## src/rtl/zegar_licznik.sv

```systemverilog
// HH:MM wall clock advanced by a one-per-second tick, with debounced,
// auto-repeating hour/minute set buttons that override the tick path.

module zegar_licznik_btn #(
  parameter int DEB_CYC = 4,
  parameter int REP_CYC = 50
) (
  input  logic clk_i,
  input  logic rst_i,
  input  logic button_i,
  output logic req_o
);

  localparam int DEB_W = (DEB_CYC > 1) ? $clog2(DEB_CYC) : 1;
  localparam int REP_W = (REP_CYC > 1) ? $clog2(REP_CYC) : 1;
  localparam logic [DEB_W-1:0] DEB_LAST = DEB_W'(DEB_CYC - 1);
  localparam logic [REP_W-1:0] REP_LAST = REP_W'(REP_CYC - 1);

  typedef enum logic [2:0] {
    ST_IDLE         = 3'd0,
    ST_WAIT_STABLE  = 3'd1,
    ST_PRESSED      = 3'd2,
    ST_REPEAT       = 3'd3,
    ST_WAIT_RELEASE = 3'd4
  } btn_state_t;

  logic             sync1_r;
  logic             sync2_r;
  logic             deb_r;
  logic [DEB_W-1:0] deb_cnt_r;
  logic [REP_W-1:0] rep_cnt_r;
  btn_state_t       state_r;
  btn_state_t       state_nxt_s;
  logic             rep_seen_r;
  logic             rep_seen_nxt_s;
  logic             held_s;
  logic             rep_hit_s;
  logic             first_s;
  logic             rep_req_s;

  assign held_s    = (state_r == ST_PRESSED) || (state_r == ST_REPEAT) ||
                     (state_r == ST_WAIT_RELEASE);
  assign rep_hit_s = held_s && deb_r && (rep_cnt_r == REP_LAST);
  assign req_o     = first_s || rep_req_s;

  // Two-flop synchronizer for the asynchronous raw button.
  always_ff @(posedge clk_i) begin
    if (rst_i) begin
      sync1_r <= 1'b0;
      sync2_r <= 1'b0;
    end else begin
      sync1_r <= button_i;
      sync2_r <= sync1_r;
    end
  end

  // Debounced level flips only after DEB_CYC consecutive disagreeing cycles.
  always_ff @(posedge clk_i) begin
    if (rst_i) begin
      deb_r     <= 1'b0;
      deb_cnt_r <= {DEB_W{1'b0}};
    end else if (sync2_r != deb_r) begin
      if (deb_cnt_r == DEB_LAST) begin
        deb_r     <= sync2_r;
        deb_cnt_r <= {DEB_W{1'b0}};
      end else begin
        deb_cnt_r <= deb_cnt_r + DEB_W'(1);
      end
    end else begin
      deb_cnt_r <= {DEB_W{1'b0}};
    end
  end

  // Repeat period counter, restarted by every request and whenever the press ends.
  always_ff @(posedge clk_i) begin
    if (rst_i) begin
      rep_cnt_r <= {REP_W{1'b0}};
    end else if (!held_s || !deb_r || rep_hit_s) begin
      rep_cnt_r <= {REP_W{1'b0}};
    end else begin
      rep_cnt_r <= rep_cnt_r + REP_W'(1);
    end
  end

  // Button state register.
  always_ff @(posedge clk_i) begin
    if (rst_i) begin
      state_r    <= ST_IDLE;
      rep_seen_r <= 1'b0;
    end else begin
      state_r    <= state_nxt_s;
      rep_seen_r <= rep_seen_nxt_s;
    end
  end

  // Next state and request generation; rep_seen_r remembers PRESSED vs REPEAT across a bounce.
  always_comb begin
    state_nxt_s    = state_r;
    rep_seen_nxt_s = rep_seen_r;
    first_s        = 1'b0;
    rep_req_s      = 1'b0;
    case (state_r)
      ST_IDLE, ST_WAIT_STABLE: begin
        rep_seen_nxt_s = 1'b0;
        if (deb_r) begin
          state_nxt_s = ST_PRESSED;
          first_s     = 1'b1;
        end else if (sync2_r) begin
          state_nxt_s = ST_WAIT_STABLE;
        end else begin
          state_nxt_s = ST_IDLE;
        end
      end
      ST_PRESSED, ST_REPEAT: begin
        if (!deb_r) begin
          state_nxt_s    = ST_IDLE;
          rep_seen_nxt_s = 1'b0;
        end else begin
          rep_req_s = rep_hit_s;
          if (rep_hit_s) begin
            rep_seen_nxt_s = 1'b1;
          end else begin
            rep_seen_nxt_s = rep_seen_r;
          end
          if (!sync2_r) begin
            state_nxt_s = ST_WAIT_RELEASE;
          end else if (rep_hit_s || rep_seen_r) begin
            state_nxt_s = ST_REPEAT;
          end else begin
            state_nxt_s = ST_PRESSED;
          end
        end
      end
      ST_WAIT_RELEASE: begin
        if (!deb_r) begin
          rep_seen_nxt_s = 1'b0;
          if (sync2_r) begin
            state_nxt_s = ST_WAIT_STABLE;
          end else begin
            state_nxt_s = ST_IDLE;
          end
        end else begin
          rep_req_s = rep_hit_s;
          if (rep_hit_s) begin
            rep_seen_nxt_s = 1'b1;
          end else begin
            rep_seen_nxt_s = rep_seen_r;
          end
          if (sync2_r) begin
            if (rep_hit_s || rep_seen_r) begin
              state_nxt_s = ST_REPEAT;
            end else begin
              state_nxt_s = ST_PRESSED;
            end
          end else begin
            state_nxt_s = ST_WAIT_RELEASE;
          end
        end
      end
      default: begin
        state_nxt_s    = ST_IDLE;
        rep_seen_nxt_s = 1'b0;
      end
    endcase
  end

endmodule

module zegar_licznik #(
  parameter int DEB_CYC = 4,
  parameter int REP_CYC = 50
) (
  input  logic       clk_i,
  input  logic       rst_i,
  input  logic       tick_i,
  input  logic       button_hr_i,
  input  logic       button_min_i,
  output logic [3:0] hr1,
  output logic [1:0] hr2,
  output logic [3:0] min1,
  output logic [3:0] min2,
  output logic       min_pulse_o
);

  logic [5:0] sec_r;
  logic [7:0] min_r;
  logic [5:0] hr_r;
  logic       min_pulse_r;
  logic [5:0] sec_nxt_s;
  logic [7:0] min_nxt_s;
  logic [5:0] hr_nxt_s;
  logic       req_hr_s;
  logic       req_min_s;
  logic       tick_eff_s;
  logic       sec_wrap_s;
  logic       min_wrap_s;

  // {tens, units} BCD minutes plus one, wrapping 59 -> 00; out-of-range codes fold to 00.
  function automatic logic [7:0] min_inc(input logic [7:0] mm);
    logic [7:0] res;
    if (mm[3:0] >= 4'd9) begin
      res[3:0] = 4'd0;
      if (mm[7:4] >= 4'd5) begin
        res[7:4] = 4'd0;
      end else begin
        res[7:4] = mm[7:4] + 4'd1;
      end
    end else begin
      res[7:4] = (mm[7:4] > 4'd5) ? 4'd0 : mm[7:4];
      res[3:0] = mm[3:0] + 4'd1;
    end
    return res;
  endfunction

  // {tens, units} BCD hours plus one, wrapping 23 -> 00.
  function automatic logic [5:0] hr_inc(input logic [5:0] hh);
    logic [5:0] res;
    if ((hh[5:4] >= 2'd2) && (hh[3:0] >= 4'd3)) begin
      res = 6'd0;
    end else if (hh[3:0] >= 4'd9) begin
      res = {hh[5:4] + 2'd1, 4'd0};
    end else begin
      res = {hh[5:4], hh[3:0] + 4'd1};
    end
    return res;
  endfunction

  zegar_licznik_btn #(.DEB_CYC(DEB_CYC), .REP_CYC(REP_CYC)) u_btn_hr (
    .clk_i    (clk_i),
    .rst_i    (rst_i),
    .button_i (button_hr_i),
    .req_o    (req_hr_s)
  );

  zegar_licznik_btn #(.DEB_CYC(DEB_CYC), .REP_CYC(REP_CYC)) u_btn_min (
    .clk_i    (clk_i),
    .rst_i    (rst_i),
    .button_i (button_min_i),
    .req_o    (req_min_s)
  );

  // A minute request swallows a coincident tick entirely.
  assign tick_eff_s = tick_i && !req_min_s;
  assign sec_wrap_s = tick_eff_s && (sec_r >= 6'd59);
  assign min_wrap_s = sec_wrap_s && (min_r[7:4] >= 4'd5) && (min_r[3:0] >= 4'd9);

  // Next time value: requests take priority over the tick path; hour carry is absorbed by an hour request.
  always_comb begin
    sec_nxt_s = sec_r;
    min_nxt_s = min_r;
    hr_nxt_s  = hr_r;
    if (req_min_s) begin
      sec_nxt_s = 6'd0;
      min_nxt_s = min_inc(min_r);
    end else if (tick_eff_s) begin
      if (sec_wrap_s) begin
        sec_nxt_s = 6'd0;
        min_nxt_s = min_inc(min_r);
      end else begin
        sec_nxt_s = sec_r + 6'd1;
        min_nxt_s = min_r;
      end
    end else begin
      sec_nxt_s = sec_r;
      min_nxt_s = min_r;
    end
    if (req_hr_s || min_wrap_s) begin
      hr_nxt_s = hr_inc(hr_r);
    end else begin
      hr_nxt_s = hr_r;
    end
  end

  // Time registers; these drive the outputs directly.
  always_ff @(posedge clk_i) begin
    if (rst_i) begin
      sec_r       <= 6'd0;
      min_r       <= 8'd0;
      hr_r        <= 6'd0;
      min_pulse_r <= 1'b0;
    end else begin
      sec_r       <= sec_nxt_s;
      min_r       <= min_nxt_s;
      hr_r        <= hr_nxt_s;
      min_pulse_r <= sec_wrap_s;
    end
  end

  assign hr1         = hr_r[3:0];
  assign hr2         = hr_r[5:4];
  assign min1        = min_r[3:0];
  assign min2        = min_r[7:4];
  assign min_pulse_o = min_pulse_r;

endmodule
```

## config.mk

```make
export PLATFORM = sky130hd
export DESIGN_NAME = zegar_licznik
export DESIGN_NICKNAME = d
export VERILOG_FILES = /design/src/rtl/zegar_licznik.sv
export SDC_FILE = /design/constraint.sdc
export NUM_CORES = 1
export LEC_CHECK = 0
export BUFFER_PORTS_ARGS = -buffer_cell sky130_fd_sc_hd__buf_2
export CELL_PAD_IN_SITES_DETAIL_PLACEMENT = 0
export CELL_PAD_IN_SITES_GLOBAL_PLACEMENT = 1
export CORE_UTILIZATION = 46
export DETAILED_ROUTE_END_ITERATION = 16
export GPL_TIMING_DRIVEN = 0
export PLACE_DENSITY = 0.76
export SLEW_MARGIN = 0
export SYNTH_ARGS = -nofsm -noshare
export SYNTH_HDL_FRONTEND = slang
export SYNTH_SLANG_ARGS = --single-unit
```

## constraint.sdc

```tcl
create_clock -name clk_i -period 2.4 [get_ports clk_i]
set_input_delay 0.36 -clock clk_i [delete_from_list [all_inputs] [get_ports clk_i]]
set_output_delay 0.36 -clock clk_i [all_outputs]
set_load 0.005 [all_outputs]
```

==> impl_metrics.ini <==
[synth]
yosysTopAreaCell = dfxtp_1
synth_area_um2 = 2530
synth_area_leaders = dfxtp_1, ha_1, nor2_1
ys_dominant_reg_cell = dfxtp_1
synth_edf_count = 0
yosysMostFrequentCell = dfxtp_1
synth_cell_types = 60
async_reset_ff_share_pct = 0
postSynthAreaPerCell_um2 = 9.41
ys_seq_area_share_pct = 40.3
netlist_instances = 269
synth_top_area_share_pct = 40.3
synth.ff_latch_count = 51
ys_warn_count = 0
synth_fp_nets = 297
synthTopCellsByCount = dfxtp_1, nor2_1, ha_1, inv_1, a21oi_1

[drt]
viasPerCell = 5.22
drt_iter0_drc = 82
route.final.wire_length_mm = 4.41
first_pass_iters = 4
drc = 0
ant_nets = 0
post_drt_wl_per_cell_um = 12.1
via_count = 1904

[layout]
postLayoutCellArea_um2 = 2830
finalNonFillerCells = 365
final_util_pct = 54.3
layout-drive-gt1-share_pct = 12.9
nNetsFinal = 322
antenna_cells = 0
fill_cells = 513
syn2layout_area_growth_pct = 11.7

[pwr]
internal_power_mw = 1.21
power.total_mw = 1.52
comb_power_share_pct = 2.9
p_per_area_nw_per_um2 = 537
ir_drop_v = 0.000341
p_clk_share_pct = 40.4
seqPwrFrac_pct = 56.7
netSwitchingPower_mw = 0.310
swShare_pct = 20.4
p_leak_nw = 1.17

[worst_setup_path]
cp-end-kind = register
cp_data_arrival_time_ns = 2.18
critPathKind = reg2reg
required_ns = 2.57
startpoint_type = register
crit_fanout = 10

[timing]
tightestPinTransition_ns = 0.578
min_period_ns = 2.01
fin_skew_ns = 0.0123
setup_viol = 0
fin_ws_ns = 0.393
min_period_over_period_pct = 83.6
rsz0062_at_grt = no
hold_violations = 0
holdWs_ns = 0.272
fmax_ghz = 0.498
tns_ns = 0
finalMaxSlewViolations = 0
slew_headroom_pct = 61.5

[placement]
place_ws_ns = 0.395
place_hpwl_mm = 3.18
place_congestion = 0.751
placed_cells = 357
io_buffers = 18
dpl_cell_area_um2 = 2710

[die]
die_w_um = 76.2
start_util_pct = 48.6
rows = 26
io_pins = 20
dieHeight_um = 76.2
core-area_um2 = 5200
die_area_um2 = 5800

[clock_network]
cts_buffer_depth = 2
cts-buffers-inserted = 5
ctsResizeCount = 0
tritoncts = done
holdBufCountCts = 0
cts_setup_buffers = 0
cts.sinks = 51
htreeDepth = 2
root_buffer = clkbuf_8
path_clk_slew_ns = 0.09
clk_latency_ns = 0.30

[global_route]
antenna_found_initial = 0
grt_pass1_wl_mm = 8.20
grt.total_usage_pct = 17.4
first_global_vias = 1820
grt_max_degree = 16
grt_overflow_total = 0

[worst_hold_path]
min_path_type = in2reg

[job]
drv_cap = 0

[status]
status = completed
==> critical path: stages (launching register included) <==
cell      delay, ns
dfxtp_1        0.38
ha_1           0.17
nand4_1        0.34
o211ai_2       0.49
buf_4          0.26
mux2i_1        0.20
nor2_1         0.05
==> placed cells by master (no fill, tap or decap), types with 3 or more instances in the layout <==
cell type,n
xor2_1,7
nand3_1,8
mux2i_1,3
dfxtp_1,51
and3_1,4
buf_2,19
a31oi_1,4
o211ai_1,4
ha_1,23
inv_1,19
a21oi_1,11
nor4b_1,3
xnor2_1,4
clkbuf_1,3
o21ai_0,5
nor3_1,8
nand2_1,9
nor2b_1,7
a211oi_1,3
o2111ai_1,6
clkbuf_8,6
or3_1,3
o211a_1,3
nor2_1,33
==> metal layers <==
layer  part of all wire, %  vias up  GRT usage, %
met5                     0        -             0
met4                  0.48        0          5.77
met3                   2.9        2          4.43
met2                    44       29          26.9
met1                    53      853          23.6
li1                      -     1020             -
==> power by group through the flow <==
stage	logic, mW	clock network [mW]	registers [mW]
after detailed placement	0.0442	0	0.881
after CTS	0.0444	0.643	0.861
after floorplan	0.0317	0	0.880
after global routing	0.0514	0.687	0.863
final	0.0439	0.614	0.861
after global placement	0.0438	0	0.881
==> sequential cells by signal, indices dropped and copies added, names as in the netlist <==
name and cells:
sec_r 6, u_btn_min.deb_cnt_r 2, u_btn_hr.state_r 3, u_btn_hr.sync1_r 1
min_r 8, u_btn_hr.rep_seen_r 1, u_btn_hr.deb_r 1, u_btn_hr.deb_cnt_r 2
u_btn_min.rep_seen_r 1, u_btn_hr.sync2_r 1, u_btn_hr.rep_cnt_r 6, min_pulse_o 1
u_btn_min.sync1_r 1, u_btn_min.deb_r 1, u_btn_min.state_r 3, u_btn_min.rep_cnt_r 6
hr_r 6, u_btn_min.sync2_r 1
==> area by class of cell <==
type	count	area, um2	share of cell area [%]
multi-input cells	192	1410	49.8
flip-flops and latches	51	1020	36.1
repair buffers	18	90.1	3.19
well taps	70	87.6	3.10
clock buffers	6	82.6	2.92
inverters	20	75.1	2.66
clock inverters	2	35.0	1.24
plain buffers	6	27.5	0.974
==> logic make-up (layout without fill, tap and decap cells) <==
kind of cell / count (synthesis) / after routing / synth area share [%]
flops: 51 / 51 / 40.3
simple gates: 93 / 93 / 19.3
mux: 4 / 4 / 1.63
fa+ha+maj: 23 / 23 / 11.4
buf+inv: 26 / 52 / 4.05
compound gates: 61 / 61 / 19.5
xor+xnor: 11 / 11 / 3.81
==> path summary, 6_finish.rpt <==
path	from	endpoint	slack, ns	cells after the start
max	u_btn_min.rep_cnt_r[0]	min_r[0]	0.39	6
min	button_min_i	u_btn_min.sync1_r	0.27	2
max reg2reg	u_btn_min.rep_cnt_r[0]	min_r[0]	0.39	6
min reg2reg	u_btn_hr.deb_cnt_r[0]	u_btn_hr.deb_cnt_r[0]	0.42	1
Power figures use the tool's default switching activity.
